[src/rtl/peak_detector.sv]
// ============================================================================
// Module      : peak_detector
// Description : Windowed maximum search over enabled magnitude samples,
//               reporting peak value, in-window index and threshold flag.
// Revision    : 1.0 - initial release
// ============================================================================
`default_nettype none

module peak_detector #(
    parameter int DATA_WIDTH    = 19,
    parameter int WINDOW_LENGTH = 1024,
    parameter int INDEX_WIDTH   = 10
) (
    input  logic                   clock,
    input  logic                   reset,
    input  logic                   enable,
    input  logic [DATA_WIDTH-1:0]  dataIn,
    input  logic [DATA_WIDTH-1:0]  threshold,
    output logic [DATA_WIDTH-1:0]  peakValue,
    output logic [INDEX_WIDTH-1:0] peakIndex,
    output logic                   peakFound,
    output logic                   peakValid
);

    localparam logic [INDEX_WIDTH-1:0] LAST_IDX = INDEX_WIDTH'(WINDOW_LENGTH - 1);
    localparam logic [INDEX_WIDTH-1:0] ONE_IDX  = INDEX_WIDTH'(1);

    typedef enum logic [0:0] {
        IDLE   = 1'b0,
        SEARCH = 1'b1
    } state_t;

    state_t                 state_q,     state_d;
    logic [INDEX_WIDTH-1:0] cnt_q,       cnt_d;
    logic [DATA_WIDTH-1:0]  max_q,       max_d;
    logic [INDEX_WIDTH-1:0] idx_q,       idx_d;
    logic [DATA_WIDTH-1:0]  pk_val_q,    pk_val_d;
    logic [INDEX_WIDTH-1:0] pk_idx_q,    pk_idx_d;
    logic                   pk_found_q,  pk_found_d;
    logic                   pk_valid_q,  pk_valid_d;

    // Strict greater-than keeps the earliest index on ties.
    logic                   greater;
    logic [DATA_WIDTH-1:0]  cand_val;
    logic [INDEX_WIDTH-1:0] cand_idx;

    assign greater  = (dataIn > max_q);
    assign cand_val = greater ? dataIn : max_q;
    assign cand_idx = greater ? cnt_q  : idx_q;

    always_ff @(posedge clock or posedge reset) begin
        if (reset) begin
            state_q    <= IDLE;
            cnt_q      <= '0;
            max_q      <= '0;
            idx_q      <= '0;
            pk_val_q   <= '0;
            pk_idx_q   <= '0;
            pk_found_q <= 1'b0;
            pk_valid_q <= 1'b0;
        end else begin
            state_q    <= state_d;
            cnt_q      <= cnt_d;
            max_q      <= max_d;
            idx_q      <= idx_d;
            pk_val_q   <= pk_val_d;
            pk_idx_q   <= pk_idx_d;
            pk_found_q <= pk_found_d;
            pk_valid_q <= pk_valid_d;
        end
    end

    always_comb begin
        state_d    = state_q;
        cnt_d      = cnt_q;
        max_d      = max_q;
        idx_d      = idx_q;
        pk_val_d   = pk_val_q;
        pk_idx_d   = pk_idx_q;
        pk_found_d = pk_found_q;
        pk_valid_d = 1'b0;

        case (state_q)
            IDLE: begin
                if (enable) begin
                    max_d   = dataIn;
                    idx_d   = '0;
                    cnt_d   = ONE_IDX;
                    state_d = SEARCH;
                end
            end
            SEARCH: begin
                if (enable) begin
                    max_d = cand_val;
                    idx_d = cand_idx;
                    if (cnt_q == LAST_IDX) begin
                        // Publish the result including the final sample; the next
                        // cycle is IDLE so a back-to-back sample becomes index 0.
                        pk_val_d   = cand_val;
                        pk_idx_d   = cand_idx;
                        pk_found_d = (cand_val >= threshold);
                        pk_valid_d = 1'b1;
                        cnt_d      = '0;
                        state_d    = IDLE;
                    end else begin
                        cnt_d = cnt_q + ONE_IDX;
                    end
                end
            end
            default: state_d = IDLE;
        endcase
    end

    assign peakValue = pk_val_q;
    assign peakIndex = pk_idx_q;
    assign peakFound = pk_found_q;
    assign peakValid = pk_valid_q;

endmodule

`default_nettype wire

[config.mk]
export PLATFORM = sky130hd
export DESIGN_NAME = peak_detector
export DESIGN_NICKNAME = d
export VERILOG_FILES = /design/src/rtl/peak_detector.sv
export SDC_FILE = /design/constraint.sdc
export NUM_CORES = 1
export LEC_CHECK = 0
export ABC_CLOCK_PERIOD_IN_PS = 5700
export BUFFER_PORTS_ARGS = -buffer_cell sky130_fd_sc_hd__buf_2
export CORE_UTILIZATION = 60
export DETAILED_ROUTE_END_ITERATION = 8
export PLACE_DENSITY = 0.95
export SYNTH_ARGS = -nofsm -noshare
export SYNTH_HDL_FRONTEND = slang
export SYNTH_SLANG_ARGS = --single-unit
[constraint.sdc]
create_clock -name clock -period 5.7 [get_ports clock]
set_input_delay 0 -clock clock [delete_from_list [all_inputs] [get_ports clock]]
set_output_delay 0 -clock clock [all_outputs]
set_load 0.01 [all_outputs]
==> flow_summary.json <==
{
  "outcome": "complete, no violations",
  "grt_usage": 0.3200,
  "hold_viol_final": 0,
  "worst-path-max-fanout": 31,
  "die_area_mm2": 0.007273,
  "clock-skew-final_ps": 4.915,
  "yosys.area.top_type": "dfrtp_1",
  "ys.flop_type": "dfrtp_1",
  "relSlewSlack": 0.4036,
  "areaGrowthSynthToFinish_pct": 18.58,
  "setup_tns_ps": 0,
  "cts_hold_buffers": 20,
  "r2r_cells": 15,
  "rows": 29,
  "period_needed_ps": 4293,
  "clk_pin_slew_ps": 80,
  "netlist-cell-type-count": 38,
  "ioPinCount": 72,
  "diodes": 0,
  "cp-start-kind": "register",
  "drc": 0,
  "cts-root-buf": "clkbuf_8",
  "drtIter0Drc": 401,
  "finalMaxSlewViolations": 0,
  "ys_seq_area_frac": 0.4269,
  "worst_slew_pin_slew_ps": 893.6,
  "async_reset_ff_frac": 1.000,
  "vias_per_cell": 6.168,
  "min_path_cells": 3,
  "final_area_mm2": 0.004935,
  "clockBufferDepth": 2,
  "coreArea_mm2": 0.006531,
  "yosys-top-cells-area": "dfrtp_1 (43%), mux2_4 (12%), ha_1 (12%), mux2_2 (5.7%), inv_1 (3.7%)",
  "cts_tree": "done",
  "htreeDepth": 3,
  "setup_viol": 0,
  "die_h_um": 85.28,
  "synthMostInstantiatedCell": "dfrtp_1",
  "pre_cts_ws_ps": 1575,
  "stdcell_count": 543,
  "p_leak_nw": 2.701,
  "syn_inst": 368,
  "wl_per_cell_um": 19.55,
  "cp.arrival_ps": 4520,
  "dp_cells": 507,
  "final.fill_count": 382,
  "cts_setup_buffers": 0,
  "dr_total_vias": 3349,
  "rsz0062_at_grt": "false",
  "nets": 541,
  "r2r_start": "max_q[12]$_DFFE_PP0P_",
  "end_kind": "register",
  "wl_mm": 10.62,
  "syn_avg_cell_area_um2": 11.31,
  "fin_ws_ps": 1407,
  "io_buffers": 71,
  "synth.ff_latch_count": 71,
  "drive_gt1_frac": 0.3262,
  "cts_sinks": 71,
  "crit_type": "reg2reg",
  "synth_area_mm2": 0.004161,
  "dp_hpwl_mm": 6.617,
  "reg2reg_to": "peakFound$_DFFE_PP0P_",
  "antenna_found_initial": 0,
  "cts_resized": 0,
  "synth_edf_count": 0,
  "yosysWarnings": 0,
  "grt_pass1_vias": 3552,
  "start_util": 0.6372,
  "hp-start": "enable",
  "final.period_utilization": 0.7531,
  "cts_made_buffers": 9,
  "finalPower_mw": 2.051,
  "insertion_delay_ps": 350,
  "synthTopCellsByCount": "dfrtp_1 (71), inv_1 (41), ha_1 (39), mux2_4 (34), nand2_1 (34)",
  "min_path_type": "in2reg",
  "vdd_drop_max_mv": 0.2805,
  "overflow": 0,
  "fin_util": 0.7556,
  "crit_required_ps": 5920,
  "grt_pass1_wl_mm": 17.46,
  "grt_max_degree": 72,
  "drv_cap": 0,
  "holdPathEnd": "cnt_q[0]$_DFFE_PP0P_",
  "fmax_mhz": 232.9,
  "first_pass_iters": 4,
  "synth_nets": 448,
  "fin_hold_ws_ps": 44.70,
  "rrSetupSlack_ps": 1410,
  "placed_cell_area_mm2": 0.004528,
  "yosysTopAreaCellShare": 0.4269,
  "gp_congestion": 0.8467,
  "cellPowerDensity_mw_per_mm2": 415.6,
  "ant_nets": 0,
  "die_w_um": 85.28
}
## worst max-delay path by stage
stage | slack, ps | startpoint | endpoint | cells past startpoint
final | 1410 | max_q[12]$_DFFE_PP0P_ | peakFound$_DFFE_PP0P_ | 15
after floorplan | 2200 | max_q[18]$_DFFE_PP0P_ | peakFound$_DFFE_PP0P_ | 16
after global placement | 1890 | max_q[18]$_DFFE_PP0P_ | peakFound$_DFFE_PP0P_ | 15
after CTS | 1510 | max_q[18]$_DFFE_PP0P_ | peakFound$_DFFE_PP0P_ | 15
after detailed placement | 1570 | max_q[18]$_DFFE_PP0P_ | peakFound$_DFFE_PP0P_ | 15
after global routing | 1110 | max_q[18]$_DFFE_PP0P_ | peakFound$_DFFE_PP0P_ | 15
## where the power goes
group          internal, mW  switching, mW  total [mW]
Clock                 0.216          0.203       0.419
Sequential            0.597         0.0878       0.684
Combinational         0.466          0.482       0.948
Total                  1.28          0.772        2.05
## cell families after synthesis
kind of cell | Yosys count | synth area share
AOI/OAI and AO/OA | 71 | 0.1127
xor gates and xnor gates | 1 | 0.002105
adders and majority gates | 39 | 0.1173
buffers and inverters | 52 | 0.06103
DFF | 71 | 0.4269
muxes | 59 | 0.1891
and+or+nand+nor | 75 | 0.09080
## metal layers
layer | vias up | wire, um | global-route usage
met5 | - | 0 | 0
met1 | 1634 | 3988 | 0.3511
met3 | 66 | 684 | 0.06907
met4 | 0 | 801 | 0.2742
li1 | 1473 | - | -
met2 | 176 | 5141 | 0.5293
## critical path, cell delays in order (launching register included)
cell and delay [ps]:
dfrtp_1 390, inv_1 70, ha_1 330, nand4_1 120, or2_4 270, nor4_4 330, a2111o_1 240, o21a_4 500
mux2_4 370, ha_1 310, a21o_1 190, a21o_1 170, a21oi_1 150, nor2_1 50, a2111oi_0 510, a31oi_1 150
## flip-flops by register name (all words and copies together) (netlist names)
register   count
peakIndex     10
max_q         19
state_q        1
peakValue     19
cnt_q         10
peakValid      1
peakFound      1
idx_q         10
## area by class of cell
cell class	instances	area (um^2)	area share
Clock buffer	10	137.6	0.02789
Clock inverter	6	68.82	0.01395
Inverter	41	153.9	0.03119
Multi-Input combinational cell	245	2131	0.4318
Sequential cell	71	1777	0.3600
Tap cell	77	96.34	0.01952
Timing Repair Buffer	93	570.5	0.1156
## placed cells by master, fill, tap and decap left out, types with 4 or more instances in the layout
master         count
mux2i_1            4
inv_1             40
nand2b_1           7
dlygate4sd3_1     20
nand4_1            7
dfrtp_1           71
clkbuf_8          10
mux2_2            21
and3_1             4
a21o_1             9
a21oi_1           13
nor2_1             7
mux2_4            34
nand2_1           34
buf_2             71
ha_1              39
nand3_1            8
a22o_1            10
o21ai_0           28
No activity file was read; power rests on OpenSTA's default activity.
